### config.mk
export PLATFORM = sky130hd
export DESIGN_NAME = div_err_accumulator
export DESIGN_NICKNAME = d
export VERILOG_FILES = /design/src/rtl/div_eval_pkg.sv /design/src/rtl/div_err_lane.sv /design/src/rtl/div_err_accumulator.sv
export SDC_FILE = /design/constraint.sdc
export NUM_CORES = 1
export LEC_CHECK = 0
export ABC_CLOCK_PERIOD_IN_PS = 5860
export BUFFER_PORTS_ARGS = -buffer_cell sky130_fd_sc_hd__buf_4
export CELL_PAD_IN_SITES_DETAIL_PLACEMENT = 2
export CELL_PAD_IN_SITES_GLOBAL_PLACEMENT = 2
export CORE_ASPECT_RATIO = 0.9
export CORE_MARGIN = 2
export CORE_UTILIZATION = 37
export CTS_CLUSTER_DIAMETER = 50
export DETAILED_ROUTE_END_ITERATION = 7
export PLACE_DENSITY = 0.93
export RECOVER_POWER = 25
export SETUP_SLACK_MARGIN = 0.02
export SLEW_MARGIN = 0
export SYNTH_ARGS = -nofsm -noshare
export SYNTH_HDL_FRONTEND = slang
export SYNTH_HIERARCHICAL = 1
export SYNTH_SLANG_ARGS = --single-unit
export TNS_END_PERCENT = 5
### constraint.sdc
create_clock -name clk -period 5.86 [get_ports clk]
set_input_delay 1.758 -clock clk [delete_from_list [all_inputs] [get_ports clk]]
set_output_delay 1.758 -clock clk [all_outputs]
set_load 0.005 [all_outputs]
### src/rtl/div_eval_pkg.sv
// Shared definitions for the divider-error evaluation slice.
// Holds default widths and the run-control state encoding used by
// div_err_accumulator.
package div_eval_pkg;

  localparam int unsigned W_DEF     = 8;
  localparam int unsigned CNT_W_DEF = 16;
  localparam int unsigned ACC_W_DEF = 2 * W_DEF + CNT_W_DEF;

  typedef enum logic [1:0] {
    IDLE  = 2'd0,
    ACCUM = 2'd1,
    FLUSH = 2'd2,
    DONE  = 2'd3
  } state_t;

endpackage

### src/rtl/div_err_lane.sv
// One error lane: registers |a-b| for each offered sample (stage 1) and
// adds its square into a running sum on the following cycle (stage 2).
// Ports:
//   clk, rst     clock, synchronous active-high reset
//   clr          clear the running sum (start of a new run)
//   load         sample transfer this cycle; captures |a-b|
//   a, b         operands whose absolute difference is measured
//   diff         registered |a-b| (stage 1 data)
//   diff_valid   stage 1 holds a sample
//   acc          running sum of squared differences
//   acc_valid    stage 2 absorbed a sample on the previous edge
module div_err_lane #(
  parameter int unsigned W     = 8,
  parameter int unsigned ACC_W = 32
) (
  input  logic             clk,
  input  logic             rst,
  input  logic             clr,
  input  logic             load,
  input  logic [W-1:0]     a,
  input  logic [W-1:0]     b,
  output logic [W-1:0]     diff,
  output logic             diff_valid,
  output logic [ACC_W-1:0] acc,
  output logic             acc_valid
);

  logic [W-1:0]   abs_diff;
  logic [2*W-1:0] diff_ext;
  logic [2*W-1:0] diff_sq;

  always_comb begin
    abs_diff = (a >= b) ? (a - b) : (b - a);
  end

  always_comb begin
    diff_ext = {{W{1'b0}}, diff};
    diff_sq  = diff_ext * diff_ext;
  end

  always_ff @(posedge clk) begin
    if (rst) begin
      diff       <= '0;
      diff_valid <= 1'b0;
      acc        <= '0;
      acc_valid  <= 1'b0;
    end else begin
      diff_valid <= load;
      if (load) begin
        diff <= abs_diff;
      end
      acc_valid <= diff_valid;
      if (clr) begin
        acc <= '0;
      end else if (diff_valid) begin
        acc <= acc + {{(ACC_W-2*W){1'b0}}, diff_sq};
      end
    end
  end

endmodule

### src/rtl/div_err_accumulator.sv
// Accumulates error statistics of an approximate divider against an exact
// reference over a run of num_samples samples.
// Ports:
//   clk, rst                 clock, synchronous active-high reset
//   start, num_samples       run request (IDLE only) and its sample count
//   in_valid, in_ready       sample handshake
//   q_apx, r_apx             approximate quotient / remainder
//   q_ref, r_ref             exact quotient / remainder
//   busy                     run in progress (any state but IDLE)
//   done                     one-cycle pulse when results are final
//   sse_q, sse_r             sums of squared quotient / remainder errors
//   max_err_q                largest quotient error this run
//   sample_cnt               samples accumulated this run
module div_err_accumulator
  import div_eval_pkg::*;
#(
  parameter int unsigned W     = W_DEF,
  parameter int unsigned CNT_W = CNT_W_DEF,
  parameter int unsigned ACC_W = 2 * W + CNT_W
) (
  input  logic             clk,
  input  logic             rst,
  input  logic             start,
  input  logic [CNT_W-1:0] num_samples,
  input  logic             in_valid,
  output logic             in_ready,
  input  logic [W-1:0]     q_apx,
  input  logic [W-1:0]     r_apx,
  input  logic [W-1:0]     q_ref,
  input  logic [W-1:0]     r_ref,
  output logic             busy,
  output logic             done,
  output logic [ACC_W-1:0] sse_q,
  output logic [ACC_W-1:0] sse_r,
  output logic [W-1:0]     max_err_q,
  output logic [CNT_W-1:0] sample_cnt
);

  state_t state, state_next;

  logic [CNT_W-1:0] n_cap;
  logic [CNT_W-1:0] acc_cnt;
  logic             start_acc;
  logic             xfer;
  logic             last_xfer;

  logic [W-1:0] q_diff, r_diff;
  logic         q_dv, r_dv, q_av, r_av;
  logic         pipe_busy;
  logic         unused_r_diff;

  assign start_acc = (state == IDLE) && start;
  assign in_ready  = (state == ACCUM) && (acc_cnt < n_cap);
  assign xfer      = in_valid && in_ready;
  assign last_xfer = xfer && ((acc_cnt + CNT_W'(1)) == n_cap);
  assign pipe_busy = q_dv | r_dv | q_av | r_av;
  assign busy      = (state != IDLE);
  assign done      = (state == DONE);

  // The remainder lane's registered difference has no consumer here.
  assign unused_r_diff = ^r_diff;

  always_ff @(posedge clk) begin
    if (rst) begin
      state <= IDLE;
    end else begin
      state <= state_next;
    end
  end

  always_comb begin
    state_next = state;
    case (state)
      IDLE: begin
        if (start) begin
          state_next = (num_samples == '0) ? DONE : ACCUM;
        end
      end
      ACCUM: begin
        if (last_xfer) begin
          state_next = FLUSH;
        end
      end
      FLUSH: begin
        if (!pipe_busy) begin
          state_next = DONE;
        end
      end
      DONE: begin
        state_next = IDLE;
      end
      default: begin
        state_next = IDLE;
      end
    endcase
  end

  always_ff @(posedge clk) begin
    if (rst) begin
      n_cap      <= '0;
      acc_cnt    <= '0;
      max_err_q  <= '0;
      sample_cnt <= '0;
    end else if (start_acc) begin
      n_cap      <= num_samples;
      acc_cnt    <= '0;
      max_err_q  <= '0;
      sample_cnt <= '0;
    end else begin
      if (xfer) begin
        acc_cnt <= acc_cnt + CNT_W'(1);
      end
      // Stage 2: the max tracker and sample counter advance in lockstep
      // with the lanes' square-accumulate step.
      if (q_dv) begin
        sample_cnt <= sample_cnt + CNT_W'(1);
        if (q_diff > max_err_q) begin
          max_err_q <= q_diff;
        end
      end
    end
  end

  div_err_lane #(.W(W), .ACC_W(ACC_W)) u_lane_q (
    .clk        (clk),
    .rst        (rst),
    .clr        (start_acc),
    .load       (xfer),
    .a          (q_apx),
    .b          (q_ref),
    .diff       (q_diff),
    .diff_valid (q_dv),
    .acc        (sse_q),
    .acc_valid  (q_av)
  );

  div_err_lane #(.W(W), .ACC_W(ACC_W)) u_lane_r (
    .clk        (clk),
    .rst        (rst),
    .clr        (start_acc),
    .load       (xfer),
    .a          (r_apx),
    .b          (r_ref),
    .diff       (r_diff),
    .diff_valid (r_dv),
    .acc        (sse_r),
    .acc_valid  (r_av)
  );

endmodule

==> results of run 1 <==
-- cell families after synthesis --
kind of cell	after synthesis	synth area share
buffers and inverters	271	0.0836
DFF	142	0.219
muxes	49	0.0377
and+or+nand+nor	475	0.183
adders and majority gates	225	0.261
AOI/OAI and AO/OA	326	0.169
xor gates and xnor gates	68	0.0458
-- worst reg2reg max path, stage by stage, from the launching register on --
cell,delay [ns]
dfxtp_1,0.59
inv_1,0.18
nor2_1,0.17
ha_1,0.29
xnor2_1,0.23
fa_1,0.50
fa_1,0.56
inv_1,0.06
fa_1,0.55
inv_1,0.05
ha_1,0.38
and4_1,0.24
o21a_1,0.16
a211oi_2,0.13
o41a_1,0.55
or3_1,0.41
a21oi_1,0.18
-- metrics by stage --
stage | setup WS (ns) | total power (uW) | hold slack (ns) | std cells | util
global route | 0.225 | 4010 | 0.495 | 2152 | 0.432
CTS | 0.421 | 3810 | 0.469 | 2152 | 0.433
finish | 0.555 | 3780 | 0.466 | 2152 | 0.432
floorplan | 1.14 | 2060 | 0.439 | 1556 | -
global placement | 0.865 | 2430 | 0.455 | 2121 | 0.415
detailed placement | 0.513 | 2570 | 0.460 | 2121 | 0.415
-- worst min-delay path by stage --
stage                to  slack [ns]  cells after the start
3_5_place_dp   n_cap[0]        0.46                      2
2_1_floorplan  n_cap[0]        0.44                      2
4_1_cts        n_cap[0]        0.47                      2
3_3_place_gp   n_cap[0]        0.45                      2
5_1_grt        n_cap[0]        0.50                      2
6_report       n_cap[0]        0.47                      2
-- layout by cell type, fill, tap and decap left out, types with 46 or more instances in the layout --
master and instances:
nand2_1 123, nor2_1 103, o21ai_0 58, inv_1 210, fa_1 78, ha_1 147, xnor2_1 46, buf_4 113
mux2i_1 49, dfxtp_1 142, a21oi_1 108
-- repair_timing --
action,4_1_cts,5_1_grt
setup endpoints to repair,0,1
setup buffers,0,0
hold buffers,0,0
hold endpoints to repair,0,0
gates resized for setup,0,1
-- registers in the layout, summed over array words and instances (netlist names) --
| name | flops |
|---|---|
| state | 2 |
| u_lane_q/diff_valid | 1 |
| n_cap | 16 |
| sample_cnt | 16 |
| u_lane_r/acc | 32 |
| u_lane_r/diff_valid | 1 |
| u_lane_q/diff | 8 |
| max_err_q | 8 |
| u_lane_r/diff | 8 |
| u_lane_q/acc_valid | 1 |
| acc_cnt | 16 |
| u_lane_q/acc | 32 |
| u_lane_r/acc_valid | 1 |
-- power groups by stage --
stage | registers [uW] | clock network, uW | logic, uW
after floorplan | 1130 | 0 | 933
after global placement | 1180 | 0 | 1240
after detailed placement | 1200 | 0 | 1370
after CTS | 1180 | 1230 | 1410
after global routing | 1190 | 1270 | 1550
final | 1180 | 1200 | 1400
-- area by class of cell --
class | count | area share
clock buffer | 18 | 0.0292
clock inverter | 13 | 0.0118
inverter | 213 | 0.0532
multi-input combinational | 1143 | 0.604
sequential | 142 | 0.189
tap | 469 | 0.0390
timing repair buffer | 154 | 0.0741
-- metal layers --
metal / track usage / up-vias
met1: 0.309 / 6189
li1: - / 5569
met4: 0.102 / 0
met2: 0.485 / 248
met5: 0 / -
met3: 0.0470 / 97
==> impl_metrics.toml, run 1 <==
[run_status]
run_status = "complete, but fails checks"
violations = "capacitance limit, slew limit"

[power_and_ir_drop]
clkPwrFrac = 0.317
power.leakage_uw = 0.00683
swShare = 0.404
ir_drop_mv = 0.193
power.density_nw_per_um2 = 251
p_sw_uw = 1530
pwr-share-seq = 0.312
internal_power_uw = 2250
comb_power_share = 0.372

[worst_hold_path]
hold_start = "n_cap[0]"
hold_class = "reg -> reg"

[sta]
rsz0062_at_grt = "false"
final.setup.tns_ns = 0
hold_viol = 0
fin_skew_ns = 0.0120
worst_slew_pin_slew_ns = 3.31
max-slew-margin-rel = -1.21
setup_viol = 0
period_minus_slack_ns = 5.30
max_freq_mhz = 189
final-max-slew-violation-count = 60
post-route-period-util = 0.905

[grt]
grt.total_usage = 0.266
antenna_found_initial = 0
grt_start_max_net_pins = 60
grt_pass1_wl_um = 77000
grt-ovfl-total = 0
grt_pass1_vias = 13900

[final_layout]
layout.area.seq_um2 = 2840
fin_area_um2 = 15000
area_delta_synth_final_pct = 15.7
multi_input_area_um2 = 9080
drive_above_1_share = 0.123
nets = 1948
diodes = 0
fillers = 3971

[setup_path]
path_cells = "inv_1, nor2_1, ha_1, xnor2_1, fa_1, fa_1, inv_1, fa_1, inv_1, ha_1, and4_1, o21a_1, a211oi_2, o41a_1, or3_1, a21oi_1"
slowest_delay_ns = 0.59
cp_num_cells = 16
crit_path_end = "u_lane_q/acc[24]"
r2r_start = "u_lane_q/diff[5]"
critPathMaxFanout = 14
cp-startpoint = "u_lane_q/diff[5]"
critPathKind = "reg -> reg"
startpoint_type = "flop"
worstPathRequired_ns = 6.24
path_delay_family = "adder cells"
critPathCaptureType = "flop"
r2r_end = "u_lane_q/acc[24]"
cp_slowest_cell = "dfxtp_1"
rrSetupSlack_ns = 0.56
worstPathArrival_ns = 5.68
path_buf_inv = 3
r2r_cells = 16

[place]
io_buffers = 142
dpl.hpwl_um = 36500
place_area_um2 = 14500
gp_congestion = 0.830

[routing]
wl_met2_um = 24700
drt_wl_total_um = 48200
drc_errors = 0
routed_via_density = 5.62
ant_nets = 0
dr.max_layer_used = "met4"
wl_per_cell_um = 22.4
first_pass_iters = 4
dr_wl_met3_um = 1580
vias = 12100
drtIter0Drc = 559
wl_met1_um = 20300

[logic_synthesis]
ys_types = 88
syn-num-nets = 1833
netlist_area_um2 = 13000
yosysMostFrequentCell = "inv_1"
syn_area_per_cell_um2 = 8.36
ys.flop_type = "dfxtp_1"
postSynthCellCount = 1556
synth_seq_cells = 142
synth-async-reset-ratio = 0
synth_top_area_frac = 0.219
ys_top_cells_by_area = "dfxtp_1 22%, ha_1 14%, fa_1 12%, inv_1 6.1%, a21oi_1 4.2%"
seq_area_frac_synth = 0.219
synth_warnings = 6
synth-edff-count = 0
synthTopCellsByCount = "210 x inv_1, 147 x ha_1, 142 x dfxtp_1"
synth_top_cell_by_area = "dfxtp_1"

[floorplanning]
initial_core_util = 0.374
core_um2 = 34800
rows = 65
dieArea_um2 = 36700
dieHeight_um = 182
chipWidth_um = 202
ios = 143

[clocking]
clk_latency_ns = 0.46
cts_buffer_depth = 2
clkTransAtPathRegs_ns = 0.07
cts_tree = "done"
htree_levels = 4
cts_num_sinks = 142
cts_root_buffer = "clkbuf_16"
cts_buffers = 17

[run]
max-cap-violations = 1
Note: power is estimated with default switching activity, not from simulation.
==> inputs of run 2 (changes only) <==
--- a/config.mk
+++ b/config.mk
@@ -16,6 +16,7 @@
 export DETAILED_ROUTE_END_ITERATION = 7
 export PLACE_DENSITY = 0.93
 export RECOVER_POWER = 25
+export REMOVE_ABC_BUFFERS = 1
 export SETUP_SLACK_MARGIN = 0.02
 export SLEW_MARGIN = 0
 export SYNTH_ARGS = -nofsm -noshare
==> run 2 against run 1 <==
  * The run still ends with capacitance limit, slew limit left
  * Clock power about the same
  * Register-to-register slack lost 0.07 ns
  * Final cell count is the same
  * Clock skew about the same
  * Critical path type unchanged
  * Highest routed layer unchanged
==> impl_metrics.toml, run 2 (synthesis gave the netlist of run 1 again) <==
[clocking]
cts_tree = "done"
post_cts_buffers = 0
htree_levels = 4
clkTransAtPathRegs_ns = 0.06
cts_root_buffer = "clkbuf_16"
holdBufCountCts = 0
cts_buffers = 17
clk_latency_ns = 0.45
cts_resized = 0
cts_buffer_depth = 2
cts_num_sinks = 142

[grt]
grt_pass1_wl_um = 76500
antenna_found_initial = 0
grt-ovfl-total = 0
grt_pass1_vias = 13800
grt.total_usage = 0.262
grt_start_max_net_pins = 42

[sta]
final-max-slew-violation-count = 34
worst_slew_pin_slew_ns = 1.84
period_minus_slack_ns = 5.38
hold_viol = 0
setup_viol = 0
fin_skew_ns = 0.0124
max_freq_mhz = 186
max-slew-margin-rel = -0.226
rsz0062_at_grt = "false"
final.setup.tns_ns = 0
post-route-period-util = 0.918
hold_ws_ns = 0.485

[power_and_ir_drop]
clkPwrFrac = 0.318
comb_power_share = 0.370
p_total_uw = 3770
pwr-share-seq = 0.312
power.density_nw_per_um2 = 251
ir_drop_mv = 0.169
p_sw_uw = 1500
internal_power_uw = 2270
swShare = 0.398
power.leakage_uw = 0.00682

[setup_path]
critPathCaptureType = "flop"
worstPathRequired_ns = 6.23
r2r_start = "u_lane_q/diff[5]"
critPathMaxFanout = 14
worstPathArrival_ns = 5.74
r2r_cells = 16
critPathKind = "reg -> reg"
startpoint_type = "flop"
r2r_end = "u_lane_q/acc[20]"
rrSetupSlack_ns = 0.48

[floorplanning]
ios = 143
dieHeight_um = 182
dieArea_um2 = 36700
chipWidth_um = 202
core_um2 = 34800
initial_core_util = 0.374
rows = 65

[routing]
ant_nets = 0
first_pass_iters = 5
routed_via_density = 5.55
drtIter0Drc = 455
vias = 11900
drc_errors = 0
drt_wl_total_um = 47400
wl_per_cell_um = 22.0

[final_layout]
nets = 1947
reg.largest.list = "u_lane_q/acc (32), u_lane_r/acc (32)"
drive_above_1_share = 0.120
area_delta_synth_final_pct = 15.5
diodes = 0
final_common_cell = "inv_1"
final_cell_mix = "210 x inv_1, 147 x ha_1, 142 x dfxtp_1"

[place]
dpl.hpwl_um = 36900
io_buffers = 142
gp_congestion = 0.879

[worst_hold_path]
hold_start = "n_cap[0]"
hold_class = "reg -> reg"
whs_path_depth = 2
hold_end = "n_cap[0]"

[run_status]
violations = "capacitance limit, slew limit"
run_status = "complete, but fails checks"

[run]
max-cap-violations = 1
==> run 2: changes by cell type in the layout (fill, tap and decap cells not counted), sizes merged <==
cell / change
clkbuf: +2
clkinvlp: -1
inv: -3
clkinv: +2
==> run 2: how the worst max path moves through the flow <==
stage | start | end | slack (ns) | depth (start not counted)
2_1_floorplan | u_lane_q/diff[5] | u_lane_q/acc[22] | 1.29 | 16
3_3_place_gp | u_lane_q/diff[4] | u_lane_q/acc[28] | 0.88 | 16
6_report | u_lane_q/diff[5] | u_lane_q/acc[20] | 0.48 | 16
3_5_place_dp | u_lane_q/diff[5] | u_lane_q/acc[28] | 0.54 | 16
4_1_cts | u_lane_q/diff[4] | u_lane_q/acc[20] | 0.51 | 16
5_1_grt | u_lane_q/diff[5] | u_lane_q/acc[24] | 0.09 | 16
==> run 2: area by class of cell <==
type,count,area (um^2)
Sequential cell,142,2840
Inverter,213,800
Clock buffer,21,470
Fill cell,3992,19800
Multi-Input combinational cell,1143,9070
Clock inverter,11,155
Tap cell,469,587
Timing Repair Buffer,153,1100
==> run 2: worst max-delay path, stage by stage (launching register included) <==
cell and delay, ns:
dfxtp_1 0.61, inv_1 0.18, nor2_1 0.17, ha_1 0.28, xnor2_1 0.20, fa_1 0.50
fa_1 0.58, inv_1 0.07, fa_1 0.54, inv_1 0.05, ha_1 0.27, a211oi_1 0.36
nor2_1 0.12, a211oi_1 0.53, o41a_1 0.52, o21ai_0 0.17, a21oi_1 0.17
==> run 2: per-stage QoR <==
stage | cells | util | area, um^2 | worst slack (ns)
finish | 2152 | 0.432 | 15000 | 0.483
floorplan | 1498 | - | 12700 | 1.29
global route | 2152 | 0.432 | 15000 | 0.0889
CTS | 2152 | 0.433 | 15100 | 0.511
detailed placement | 2120 | 0.415 | 14500 | 0.535
global placement | 2120 | 0.415 | 14500 | 0.879
==> run 2: power groups by stage <==
stage          combinational [uW]  clock (uW)  sequential [uW]
3_3_place_gp                 1240           0             1180
4_1_cts                      1400        1230             1180
3_5_place_dp                 1380           0             1200
6_report                     1400        1200             1180
5_1_grt                      1540        1270             1190
2_1_floorplan                 874           0             1150
==> run 2: metal layers <==
layer	GRT usage	routed length (um)	vias up
met5	0	0	-
met4	0.0718	924	0
met3	0.0425	1390	61
met2	0.502	25500	199
met1	0.297	19600	6122
li1	-	-	5558
